## config.mk

```make
export PLATFORM = sky130hd
export DESIGN_NAME = ps16_bus_sequencer
export DESIGN_NICKNAME = d
export VERILOG_FILES = /design/src/rtl/ps16_bus_pkg.sv /design/src/rtl/ps16_watchdog.sv /design/src/rtl/ps16_bus_sequencer.sv
export SDC_FILE = /design/constraint.sdc
export NUM_CORES = 1
export LEC_CHECK = 0
export ABC_CLOCK_PERIOD_IN_PS = 1900
export BUFFER_PORTS_ARGS = -buffer_cell sky130_fd_sc_hd__buf_4
export CAP_MARGIN = 20
export CORE_MARGIN = 4
export CORE_UTILIZATION = 35
export CTS_CLUSTER_DIAMETER = 200
export DETAILED_ROUTE_END_ITERATION = 10
export PLACE_DENSITY = 0.62
export REMOVE_ABC_BUFFERS = 1
export SLEW_MARGIN = 20
export SYNTH_ARGS = -nofsm -noshare
export SYNTH_HDL_FRONTEND = slang
export SYNTH_SLANG_ARGS = --single-unit
```

## constraint.sdc

```tcl
create_clock -name sys_clk -period 1.9 [get_ports sys_clk]
set_input_delay 0.19 -clock sys_clk [delete_from_list [all_inputs] [get_ports sys_clk]]
set_output_delay 0.19 -clock sys_clk [all_outputs]
set_load 0.005 [all_outputs]
```

## src/rtl/ps16_bus_pkg.sv

```systemverilog
// ps16_bus_pkg
//   Shared definitions for the 68k bus sequencer slice:
//   - request size codes (byte/word/long/reserved)
//   - response status codes (OK/BERR/MISALIGN/TIMEOUT)
//   - sequencer state enum
//   - lane-select and alignment helper functions
package ps16_bus_pkg;

    localparam logic [1:0] SIZE_BYTE = 2'd0;
    localparam logic [1:0] SIZE_WORD = 2'd1;
    localparam logic [1:0] SIZE_LONG = 2'd2;
    localparam logic [1:0] SIZE_RSVD = 2'd3;

    localparam logic [1:0] STAT_OK       = 2'd0;
    localparam logic [1:0] STAT_BERR     = 2'd1;
    localparam logic [1:0] STAT_MISALIGN = 2'd2;
    localparam logic [1:0] STAT_TIMEOUT  = 2'd3;

    typedef enum logic [2:0] {
        ST_IDLE    = 3'd0,
        ST_CHECK   = 3'd1,
        ST_ISSUE   = 3'd2,
        ST_WAIT    = 3'd3,
        ST_NEXT    = 3'd4,
        ST_RESPOND = 3'd5
    } seq_state_e;

    // Returns {uds, lds}. Even byte addresses live on D15:8 (upper lane),
    // odd byte addresses on D7:0 (lower lane); word/long use both lanes.
    function automatic logic [1:0] lane_sel(input logic [1:0] size, input logic addr0);
        logic [1:0] lanes;
        if (size == SIZE_BYTE) begin
            lanes = addr0 ? 2'b01 : 2'b10;
        end else begin
            lanes = 2'b11;
        end
        return lanes;
    endfunction

    // Reserved size is treated as misaligned; word/long must be even.
    function automatic logic is_misaligned(input logic [1:0] size, input logic addr0);
        logic bad;
        if (size == SIZE_RSVD) begin
            bad = 1'b1;
        end else if (size != SIZE_BYTE) begin
            bad = addr0;
        end else begin
            bad = 1'b0;
        end
        return bad;
    endfunction

endpackage

```

## src/rtl/ps16_watchdog.sv

```systemverilog
// ps16_watchdog
//   Cycle counter guarding an outstanding bus cycle.
//   Ports:
//     sys_clk  in  system clock
//     rst      in  synchronous active-high reset
//     load     in  restart the count at zero on the next edge
//     run      in  advance the count by one (ignored while load is high)
//     expired  out high while the count equals TIMEOUT_CYCLES-1
//   With load asserted on the edge that enters the start cycle and run held
//   through the cycle, expired rises TIMEOUT_CYCLES-1 cycles after the start
//   cycle, i.e. on the last of TIMEOUT_CYCLES cycles counted from it.
module ps16_watchdog #(
    parameter int unsigned TIMEOUT_CYCLES = 4096
) (
    input  logic sys_clk,
    input  logic rst,
    input  logic load,
    input  logic run,
    output logic expired
);

    localparam int unsigned CNT_W = $clog2(TIMEOUT_CYCLES + 1);

    logic [CNT_W-1:0] cnt_r;
    logic             expired_s;

    // Terminal-count decode.
    always_comb begin
        expired_s = (cnt_r == CNT_W'(TIMEOUT_CYCLES - 1));
    end

    // Counter register: clear, restart, or advance until terminal count.
    always_ff @(posedge sys_clk) begin
        if (rst) begin
            cnt_r <= {CNT_W{1'b0}};
        end else if (load) begin
            cnt_r <= {CNT_W{1'b0}};
        end else if (run && !expired_s) begin
            cnt_r <= cnt_r + CNT_W'(1);
        end else begin
            cnt_r <= cnt_r;
        end
    end

    assign expired = expired_s;

endmodule

```

## src/rtl/ps16_bus_sequencer.sv

```systemverilog
// ps16_bus_sequencer
//   Takes one Pi-issued 68k transfer (byte/word/long), checks alignment,
//   splits longs into two word cycles on the 16-bit bus-cycle engine,
//   drives lane strobes, reruns on BERR+HALT, aborts on DTACK timeout and
//   returns a single response.
//   Ports:
//     sys_clk, rst                   clock, synchronous active-high reset
//     req_valid/req_ready            request handshake (ready only in IDLE)
//     req_addr/size/read/fc/wdata    request fields, latched on accept
//     rsp_valid                      one-cycle response pulse
//     rsp_rdata/rsp_status           response data/status, held until next rsp_valid
//     busy                           transfer in progress
//     cyc_start                      one-cycle start pulse to the engine
//     cyc_addr/read/fc/uds/lds/wdata word-cycle fields, valid from cyc_start
//     cyc_abort                      one-cycle abort pulse to the engine
//     cyc_done/rdata/berr/halt       cycle termination from the engine
module ps16_bus_sequencer
    import ps16_bus_pkg::*;
#(
    parameter int unsigned TIMEOUT_CYCLES = 4096,
    parameter int unsigned MAX_RETRY      = 2
) (
    input  logic        sys_clk,
    input  logic        rst,
    input  logic        req_valid,
    output logic        req_ready,
    input  logic [23:0] req_addr,
    input  logic [1:0]  req_size,
    input  logic        req_read,
    input  logic [2:0]  req_fc,
    input  logic [31:0] req_wdata,
    output logic        rsp_valid,
    output logic [31:0] rsp_rdata,
    output logic [1:0]  rsp_status,
    output logic        busy,
    output logic        cyc_start,
    output logic [23:0] cyc_addr,
    output logic        cyc_read,
    output logic [2:0]  cyc_fc,
    output logic        cyc_uds,
    output logic        cyc_lds,
    output logic [15:0] cyc_wdata,
    output logic        cyc_abort,
    input  logic        cyc_done,
    input  logic [15:0] cyc_rdata,
    input  logic        cyc_berr,
    input  logic        cyc_halt
);

    localparam int unsigned RETRY_W = $clog2(MAX_RETRY + 1);

    seq_state_e         state_r;
    seq_state_e         state_nx_s;

    // Latched request.
    logic [23:0]        addr_r;
    logic [1:0]         size_r;
    logic               read_r;
    logic [2:0]         fc_r;
    logic [31:0]        wdata_r;

    // Transfer bookkeeping.
    logic               half_r;
    logic               half_s;
    logic [RETRY_W-1:0] retry_r;
    logic [RETRY_W-1:0] retry_s;
    logic [31:0]        acc_r;
    logic [31:0]        acc_s;
    logic [1:0]         status_s;
    logic               abort_s;
    logic               accept_s;

    // Watchdog hookup.
    logic               wd_load_s;
    logic               wd_run_s;
    logic               wd_expired_s;

    // Next word-cycle fields.
    logic [23:0]        nx_addr_s;
    logic [15:0]        nx_wdata_s;
    logic [1:0]         nx_lanes_s;
    logic [23:0]        addr_plus2_s;
    logic [7:0]         byte_lane_s;

    // Registered outputs.
    logic               req_ready_r;
    logic               rsp_valid_r;
    logic [31:0]        rsp_rdata_r;
    logic [1:0]         rsp_status_r;
    logic               busy_r;
    logic               cyc_start_r;
    logic [23:0]        cyc_addr_r;
    logic               cyc_read_r;
    logic [2:0]         cyc_fc_r;
    logic               cyc_uds_r;
    logic               cyc_lds_r;
    logic [15:0]        cyc_wdata_r;
    logic               cyc_abort_r;

    ps16_watchdog #(
        .TIMEOUT_CYCLES (TIMEOUT_CYCLES)
    ) u_watchdog (
        .sys_clk (sys_clk),
        .rst     (rst),
        .load    (wd_load_s),
        .run     (wd_run_s),
        .expired (wd_expired_s)
    );

    // Word-cycle field generation from the latched request and current half.
    always_comb begin
        addr_plus2_s = addr_r + 24'd2;
        nx_lanes_s   = lane_sel(size_r, addr_r[0]);
        byte_lane_s  = addr_r[0] ? cyc_rdata[7:0] : cyc_rdata[15:8];
        case (size_r)
            SIZE_BYTE: begin
                // Byte cycles keep A0 for reference; the strobes pick the lane.
                nx_addr_s  = addr_r;
                nx_wdata_s = {wdata_r[7:0], wdata_r[7:0]};
            end
            SIZE_LONG: begin
                if (half_r) begin
                    // Second half wraps naturally at the top of the 24-bit space.
                    nx_addr_s  = {addr_plus2_s[23:1], 1'b0};
                    nx_wdata_s = wdata_r[15:0];
                end else begin
                    nx_addr_s  = {addr_r[23:1], 1'b0};
                    nx_wdata_s = wdata_r[31:16];
                end
            end
            default: begin
                nx_addr_s  = {addr_r[23:1], 1'b0};
                nx_wdata_s = wdata_r[15:0];
            end
        endcase
    end

    // Next-state, retry, half and read-data accumulation logic.
    always_comb begin
        state_nx_s = state_r;
        half_s     = half_r;
        retry_s    = retry_r;
        acc_s      = acc_r;
        status_s   = rsp_status_r;
        abort_s    = 1'b0;
        accept_s   = 1'b0;
        case (state_r)
            ST_IDLE: begin
                half_s  = 1'b0;
                retry_s = {RETRY_W{1'b0}};
                acc_s   = 32'h0000_0000;
                if (req_valid) begin
                    accept_s   = 1'b1;
                    state_nx_s = ST_CHECK;
                end else begin
                    state_nx_s = ST_IDLE;
                end
            end
            ST_CHECK: begin
                if (is_misaligned(size_r, addr_r[0])) begin
                    status_s   = STAT_MISALIGN;
                    state_nx_s = ST_RESPOND;
                end else begin
                    state_nx_s = ST_ISSUE;
                end
            end
            ST_ISSUE: begin
                state_nx_s = ST_WAIT;
            end
            ST_WAIT: begin
                // A termination seen on the expiry cycle takes priority over the abort.
                if (cyc_done) begin
                    if (cyc_berr) begin
                        if (cyc_halt && (retry_r < RETRY_W'(MAX_RETRY))) begin
                            retry_s    = retry_r + RETRY_W'(1);
                            state_nx_s = ST_ISSUE;
                        end else begin
                            acc_s[15:0] = 16'h0000;
                            status_s    = STAT_BERR;
                            state_nx_s  = ST_RESPOND;
                        end
                    end else begin
                        if (read_r) begin
                            case (size_r)
                                SIZE_BYTE: acc_s = {24'h00_0000, byte_lane_s};
                                SIZE_WORD: acc_s = {16'h0000, cyc_rdata};
                                SIZE_LONG: begin
                                    if (half_r) begin
                                        acc_s[15:0] = cyc_rdata;
                                    end else begin
                                        acc_s[31:16] = cyc_rdata;
                                    end
                                end
                                default: acc_s = acc_r;
                            endcase
                        end else begin
                            acc_s = acc_r;
                        end
                        if ((size_r == SIZE_LONG) && !half_r) begin
                            half_s     = 1'b1;
                            retry_s    = {RETRY_W{1'b0}};
                            state_nx_s = ST_NEXT;
                        end else begin
                            status_s   = STAT_OK;
                            state_nx_s = ST_RESPOND;
                        end
                    end
                end else if (wd_expired_s) begin
                    abort_s    = 1'b1;
                    status_s   = STAT_TIMEOUT;
                    state_nx_s = ST_RESPOND;
                end else begin
                    state_nx_s = ST_WAIT;
                end
            end
            ST_NEXT: begin
                state_nx_s = ST_ISSUE;
            end
            ST_RESPOND: begin
                state_nx_s = ST_IDLE;
            end
            default: begin
                state_nx_s = ST_IDLE;
            end
        endcase
    end

    // Watchdog restarts on every entry to ISSUE and runs while a cycle is out.
    always_comb begin
        wd_load_s = (state_nx_s == ST_ISSUE);
        wd_run_s  = (state_r == ST_ISSUE) || (state_r == ST_WAIT);
    end

    // State register.
    always_ff @(posedge sys_clk) begin
        if (rst) begin
            state_r <= ST_IDLE;
        end else begin
            state_r <= state_nx_s;
        end
    end

    // Request latch, bookkeeping and registered outputs.
    always_ff @(posedge sys_clk) begin
        if (rst) begin
            addr_r       <= 24'h00_0000;
            size_r       <= 2'd0;
            read_r       <= 1'b0;
            fc_r         <= 3'd0;
            wdata_r      <= 32'h0000_0000;
            half_r       <= 1'b0;
            retry_r      <= {RETRY_W{1'b0}};
            acc_r        <= 32'h0000_0000;
            req_ready_r  <= 1'b1;
            rsp_valid_r  <= 1'b0;
            rsp_rdata_r  <= 32'h0000_0000;
            rsp_status_r <= 2'd0;
            busy_r       <= 1'b0;
            cyc_start_r  <= 1'b0;
            cyc_addr_r   <= 24'h00_0000;
            cyc_read_r   <= 1'b0;
            cyc_fc_r     <= 3'd0;
            cyc_uds_r    <= 1'b0;
            cyc_lds_r    <= 1'b0;
            cyc_wdata_r  <= 16'h0000;
            cyc_abort_r  <= 1'b0;
        end else begin
            if (accept_s) begin
                addr_r  <= req_addr;
                size_r  <= req_size;
                read_r  <= req_read;
                fc_r    <= req_fc;
                wdata_r <= req_wdata;
            end else begin
                addr_r  <= addr_r;
                size_r  <= size_r;
                read_r  <= read_r;
                fc_r    <= fc_r;
                wdata_r <= wdata_r;
            end
            half_r      <= half_s;
            retry_r     <= retry_s;
            acc_r       <= acc_s;
            req_ready_r <= (state_nx_s == ST_IDLE);
            busy_r      <= (state_nx_s != ST_IDLE);
            cyc_start_r <= (state_nx_s == ST_ISSUE);
            rsp_valid_r <= (state_nx_s == ST_RESPOND);
            cyc_abort_r <= abort_s;
            if (state_nx_s == ST_RESPOND) begin
                rsp_status_r <= status_s;
                rsp_rdata_r  <= acc_s;
            end else begin
                rsp_status_r <= rsp_status_r;
                rsp_rdata_r  <= rsp_rdata_r;
            end
            // Fields are loaded with the start pulse and held until the next start.
            if (state_nx_s == ST_ISSUE) begin
                cyc_addr_r  <= nx_addr_s;
                cyc_read_r  <= read_r;
                cyc_fc_r    <= fc_r;
                cyc_uds_r   <= nx_lanes_s[1];
                cyc_lds_r   <= nx_lanes_s[0];
                cyc_wdata_r <= nx_wdata_s;
            end else begin
                cyc_addr_r  <= cyc_addr_r;
                cyc_read_r  <= cyc_read_r;
                cyc_fc_r    <= cyc_fc_r;
                cyc_uds_r   <= cyc_uds_r;
                cyc_lds_r   <= cyc_lds_r;
                cyc_wdata_r <= cyc_wdata_r;
            end
        end
    end

    assign req_ready  = req_ready_r;
    assign rsp_valid  = rsp_valid_r;
    assign rsp_rdata  = rsp_rdata_r;
    assign rsp_status = rsp_status_r;
    assign busy       = busy_r;
    assign cyc_start  = cyc_start_r;
    assign cyc_addr   = cyc_addr_r;
    assign cyc_read   = cyc_read_r;
    assign cyc_fc     = cyc_fc_r;
    assign cyc_uds    = cyc_uds_r;
    assign cyc_lds    = cyc_lds_r;
    assign cyc_wdata  = cyc_wdata_r;
    assign cyc_abort  = cyc_abort_r;

endmodule

```

=== After elaboration in Yosys (flattened, before gate mapping) ===
Cells that the tools add are included.

* Latch bits: 0
* Register bits after elaboration: 198
* Memory bits (writable): 0
* Output and inout bits: 85
* Memories kept: 0
* ROM bits: 0

* Bitwise operators: 1
* Shift operators: 0
* Multipliers: 0
* Order comparisons: 1
* Reductions and logical operators: 18
* Eq/ne operators: 19
* Div/mod/pow operators: 0
* $add $sub $neg: 3
* Muxes and demuxes: 46

{| class="wikitable"
|+ Operators by type and width
! kind !! count
|-
| 16-bit two-way mux || 6
|-
| 32-bit one-hot mux with 3 select lines || 1
|-
| 32-bit two-way mux || 2
|-
| 32-bit one-hot mux with 2 select lines || 1
|-
| 24-bit one-hot mux with 2 select lines || 1
|-
| 16-bit one-hot mux with 2 select lines || 1
|-
| 24-bit by 2-bit adder with 24-bit output (second input constant) || 1
|-
| 2-bit two-way mux || 12
|-
| 24-bit two-way mux || 1
|-
| 3-bit two-way mux || 5
|-
| 3-bit one-hot mux with 5 select lines || 1
|-
| 13-bit by 1-bit adder with 13-bit output (second input constant) || 1
|-
| 13-bit by 12-bit == test with 1-bit output (second input constant) || 1
|-
| 1-bit two-way mux || 11
|-
| 3-bit by 2-bit == test with 1-bit output (second input constant) || 3
|-
| 8-bit two-way mux || 1
|-
| 2-bit inequality test (second input constant) || 4
|-
| 4-bit inequality test (second input constant) || 2
|-
| 2-bit one-hot mux with 2 select lines || 2
|-
| 4-bit AND reduction || 2
|-
| 3-bit == test (second input constant) || 2
|-
| 3-bit zero test || 2
|-
| 3-bit inequality test (second input constant) || 2
|-
| 6-bit AND reduction || 1
|-
| other kinds (16) || 22
|}

=== Logic depth before layout (Yosys ltp) ===
* Word-level depth: 8
* Gate-level depth with buffers: 8
* Depth with buffers taken out: 7

=== By module ===
Synthesis repeated with hierarchy kept, for this count alone.

* Cells, all modules: 1007
* Area total of the unflattened synthesis: 8582.0 um^2

{| class="wikitable"
|+ By module, submodules not included
! module !! area an instance (um^2) !! times used !! cells an instance
|-
| ps16_bus_sequencer || 7883.8 || 1 || 928
|-
| ps16_watchdog || 698.2 || 1 || 79
|}

=== Least setup slack after synthesis ===
Ideal clock, no wire load.

* Path type: reg2reg
* Start: reg size_r[0]
* End: reg cyc_wdata_r[10] (netlist: cyc_wdata[10])
* Cell stages (with the launch flop): 8
* Data arrival time: 1.851 ns
* Data required time: 1.779 ns
* Setup time: 0.121 ns
* Period minus slack after synthesis: 1.972 ns
* Path buffers: 2
* Slack: -0.072 ns
* Cells stage by stage: dfxtp_1 -> buf_6 -> maj3_2 -> or4b_4 -> nand3_1 -> a21oi_4 -> buf_2 -> o2bb2ai_2

* Longest elaborated chain between the ends: 7

{| class="wikitable"
|+ Ends and longest elaborated chain
! what !! line !! text
|-
| from (decl) || ps16_bus_sequencer.sv:57 || <nowiki>logic [1:0] size_r;</nowiki>
|-
| from (signal assigned) || ps16_bus_sequencer.sv:270 || <nowiki>size_r <= req_size;</nowiki>
|-
| from (signal assigned) || ps16_bus_sequencer.sv:276 || <nowiki>size_r <= size_r;</nowiki>
|-
| 2-bit == test / 2-bit nonzero test (equally long branches) || ps16_bus_sequencer.sv:115, ps16_bus_sequencer.sv:199, ps16_bus_pkg.sv:45 ||
|-
| 1-bit logical AND / 1-bit two-way mux (equally long branches) || ps16_bus_sequencer.sv:199, ps16_bus_pkg.sv:45 ||
|-
| 1-bit two-way mux (on tied branches) || ps16_bus_sequencer.sv:199, ps16_bus_pkg.sv:43 ||
|-
| 3-bit two-way mux / 1-bit two-way mux (equally long branches) || ps16_bus_sequencer.sv:173, ps16_bus_sequencer.sv:147 ||
|-
| 3-bit two-way mux (on tied branches) || ps16_bus_sequencer.sv:172, ps16_bus_sequencer.sv:160 ||
|-
| 3-bit one-hot mux with 5 select lines || ps16_bus_sequencer.sv:147 || <nowiki>case (state_r)</nowiki>
|-
| 3-bit by 2-bit == test with 1-bit output || ps16_bus_sequencer.sv:297 || <nowiki>if (state_nx_s == ST_ISSUE) begin</nowiki>
|-
| to (signal assigned) || ps16_bus_sequencer.sv:303 || <nowiki>cyc_wdata_r <= nx_wdata_s;</nowiki>
|-
| to (signal assigned) || ps16_bus_sequencer.sv:310 || <nowiki>cyc_wdata_r <= cyc_wdata_r;</nowiki>
|-
| to (decl) || ps16_bus_sequencer.sv:97 || <nowiki>logic [15:0] cyc_wdata_r;</nowiki>
|}

Several ways; a longest one is shown, not always the timed one. The select of a mux whose other input is x is not followed.
A chain may end at the register's enable or synchronous reset.

=== Worst setup path after layout ===
* Start: reg size_r[0]
* End: reg cyc_addr_r[23] (netlist: cyc_addr[23])

* Longest elaborated chain between the ends: 7

{| class="wikitable"
|+ Ends and longest elaborated chain
! what !! line !! text
|-
| 2-bit == test / 2-bit nonzero test (equally long branches) || ps16_bus_sequencer.sv:115, ps16_bus_sequencer.sv:199, ps16_bus_pkg.sv:45 ||
|-
| 1-bit logical AND / 1-bit two-way mux (equally long branches) || ps16_bus_sequencer.sv:199, ps16_bus_pkg.sv:45 ||
|-
| 1-bit two-way mux (on tied branches) || ps16_bus_sequencer.sv:199, ps16_bus_pkg.sv:43 ||
|-
| 3-bit two-way mux / 1-bit two-way mux (equally long branches) || ps16_bus_sequencer.sv:173, ps16_bus_sequencer.sv:147 ||
|-
| 3-bit two-way mux (on tied branches) || ps16_bus_sequencer.sv:172, ps16_bus_sequencer.sv:160 ||
|-
| 3-bit one-hot mux with 5 select lines || ps16_bus_sequencer.sv:147 ||
|-
| 3-bit by 2-bit == test with 1-bit output || ps16_bus_sequencer.sv:297 ||
|-
| to (signal assigned) || ps16_bus_sequencer.sv:298 || <nowiki>cyc_addr_r <= nx_addr_s;</nowiki>
|-
| to (signal assigned) || ps16_bus_sequencer.sv:305 || <nowiki>cyc_addr_r <= cyc_addr_r;</nowiki>
|-
| to (decl) || ps16_bus_sequencer.sv:92 || <nowiki>logic [23:0] cyc_addr_r;</nowiki>
|}

Several ways; a longest one is shown, not always the timed one. The select of a mux whose other input is x is not followed.

==> results.json <==
{
  "hold_slack_ns": 0.0143,
  "synthArstFlopShare_pct": 0,
  "worst_slack_ns": -0.0332,
  "synth.area.top_cells": "dfxtp_1, o2bb2ai_2, nand2_1",
  "criticalPathCategory": "flop to flop",
  "holdPathStages": 3,
  "crit_path_start_kind": "flop",
  "cellLeakagePower_nw": 4.65,
  "place_area_mm2": 0.0104,
  "vdd_drop_max_v": 0.000521,
  "antenna_found_initial": 0,
  "fp.dieW_um": 163,
  "worst_pin_slew_ns": 0.627,
  "min_from": "req_wdata[11]",
  "via_per_inst": 5.00,
  "dp.cells": 1386,
  "drc": 0,
  "hp-class": "input pin to flop",
  "final_nets": 1239,
  "clk_latency_ns": 0.45,
  "synth_ff_type": "dfxtp_1",
  "status": "complete, but fails checks",
  "timing.slew.headroom_pct": 58.2,
  "start_util_pct": 35.7,
  "synth_top_family_by_area": "compound AO/OA/AOI/OAI gates",
  "rsz0062_at_grt": "yes",
  "num_io_pins": 169,
  "drt_iter0_drc": 469,
  "cts_buffer_depth": 2,
  "power_density_mw_per_mm2": 847,
  "ant_nets": 0,
  "finalNonFillerCells": 1485,
  "cts_root_buf": "clkbuf_16",
  "synth-warning-count": 0,
  "synth_top_area_cell": "dfxtp_1",
  "r2r_end": "cyc_addr[23]",
  "cp-end-kind": "flop",
  "final_design_area_no_fill_mm2": 0.0119,
  "cts_buffers": 17,
  "ff2ff_path_depth": 9,
  "h-tree-depth": 4,
  "synth-simple-area-share_pct": 17.6,
  "drive_above_1_share_pct": 34.0,
  "post-route-util_pct": 50.8,
  "worstPathRequired_ns": 2.24,
  "multi_input_area_mm2": 0.00424,
  "drv_slew": 0,
  "setup_viol_count_final": 41,
  "fill_cells": 2172,
  "wl_per_cell_um": 16.3,
  "synth_fa_ha_area_share_pct": 0.433,
  "core_mm2": 0.0235,
  "grt_pass1_vias": 7204,
  "fin_skew_ns": 0.0222,
  "ff_latch_area_mm2": 0.00398,
  "synth_mux_area_share_pct": 2.91,
  "grt_max_degree": 63,
  "die_h_um": 163,
  "vias": 7422,
  "synth_seq_cells": 198,
  "synth_cell_types": 63,
  "synth-edff-count": 0,
  "synth-xor-area-share_pct": 3.56,
  "synth.most_common_cell": "dfxtp_1",
  "gp_congestion": 0.790,
  "hold_viol": 0,
  "synth_top_cells_by_count": "dfxtp_1, nand2_1, a21oi_1",
  "dp_hpwl_um": 16400,
  "final_period_minus_worst_setup_slack_ns": 1.93,
  "worst-path-max-fanout": 8,
  "synth_top_area_share_pct": 47.3,
  "fmax_mhz": 517,
  "first_pass_iters": 5,
  "fp.dieArea_mm2": 0.0265,
  "clk_pin_slew_ns": 0.09,
  "yosysSeqAreaShare_pct": 47.3,
  "violations": "setup timing",
  "grt_pass1_wl_um": 38100,
  "grt_util_all_layers_pct": 17.8,
  "drv_cap": 0,
  "synth_compound_area_share_pct": 24.3,
  "diodes": 0,
  "num_rows": 56,
  "cp.arrival_ns": 2.27,
  "area_growth_syn_to_layout_pct": 42.3,
  "cts_tree": "built",
  "rr_startpoint": "size_r[0]",
  "grt_remaining_overflow": 0,
  "r2r_slack_ns": -0.03,
  "post-route-period-util_pct": 102,
  "syn_inst": 885,
  "cts.sinks": 198,
  "holdPathEnd": "wdata_r[11]",
  "port_buffers": 168,
  "avgSynthCellArea_um2": 9.46,
  "dp_slack_ns": -0.156,
  "syn_area_mm2": 0.00837,
  "wl_um": 24200
}
[layout by cell type, fill, tap and decap left out, types with 9 or more instances in the layout]
master	instances
buf_12	9
nor2b_1	16
buf_4	239
dfxtp_1	187
nor2_1	56
mux2i_1	9
nand3_1	11
a22o_1	13
nand2_1	147
o2bb2ai_2	40
xnor2_1	27
dlygate4sd3_1	46
a21oi_1	94
nor3b_1	9
a211oi_1	15
clkbuf_16	19
dfxtp_2	11
nand4_1	10
o2bb2ai_1	16
a22oi_1	24
buf_6	10
nor3_1	14
[cells by family after synthesis]
family / count (synthesis)
mux: 20
fa+ha+maj: 3
simple gates: 312
compound gates: 251
xor+xnor: 34
buf+inv: 67
flops: 198
[worst max-delay path by stage]
stage / start / slack [ns] / end
2_1_floorplan: size_r[0] / -1.53 / u_watchdog.cnt_r[12]
3_3_place_gp: size_r[0] / -0.07 / rsp_rdata[9]
3_5_place_dp: size_r[0] / -0.16 / rsp_rdata[12]
4_1_cts: size_r[1] / -0.04 / cyc_addr[20]
5_1_grt: size_r[1] / -0.10 / cyc_addr[14]
6_report: size_r[0] / -0.03 / cyc_addr[23]
[critical path, cell delays in order, from the launching register on]
cell and delay [ns]:
dfxtp_1 0.31, buf_4 0.15, buf_4 0.13, and3b_1 0.22, buf_4 0.15, nand4_1 0.11, buf_4 0.19, nor4_1 0.32
xnor2_1 0.19, o2bb2ai_2 0.06
[registers in the layout (all words and copies together) (netlist names), 13 cells and up]
name / flops
acc_r: 32
rsp_rdata: 32
addr_r: 24
cyc_wdata: 16
u_watchdog.cnt_r: 13
cyc_addr: 24
wdata_r: 32
[through the flow]
stage               TNS, ns  total power, mW
floorplan           -201.07             5.29
global placement      -1.41             6.06
detailed placement    -3.85             6.08
CTS                   -1.06             10.0
global route          -3.74             10.5
finish               -0.539             10.1
[power by group]
group | internal [mW] | switching (mW)
clock network | 1.95 | 1.90
registers | 4.33 | 0.148
logic | 0.824 | 0.937
total | 7.10 | 2.99
[repair_timing]
action | CTS | global route
resized for setup | 5 | 51
gates cloned | 1 | 4
hold buffers | 46 | 0
pin swaps | 3 | 15
buffers inserted | 2 | 14
hold endpoints to repair | 46 | 0
setup endpoints to repair | 82 | 115
[final cells by class]
type / instances / area share, %
clock buffer: 17 / 3.57
clock inverter: 15 / 1.83
inverter: 9 / 0.283
multi-input combinational: 620 / 35.6
sequential: 198 / 33.4
tap: 319 / 3.35
timing repair buffer: 307 / 22.0
[metal layers]
layer | global-route usage, % | wire length [um] | up-vias
li1 | - | - | 3720
met4 | 4.35 | 344 | 0
met2 | 28.2 | 11100 | 177
met1 | 24.8 | 11500 | 3502
met3 | 3.85 | 1190 | 23
met5 | 0 | 0 | -
Power figures use the tool's default switching activity.
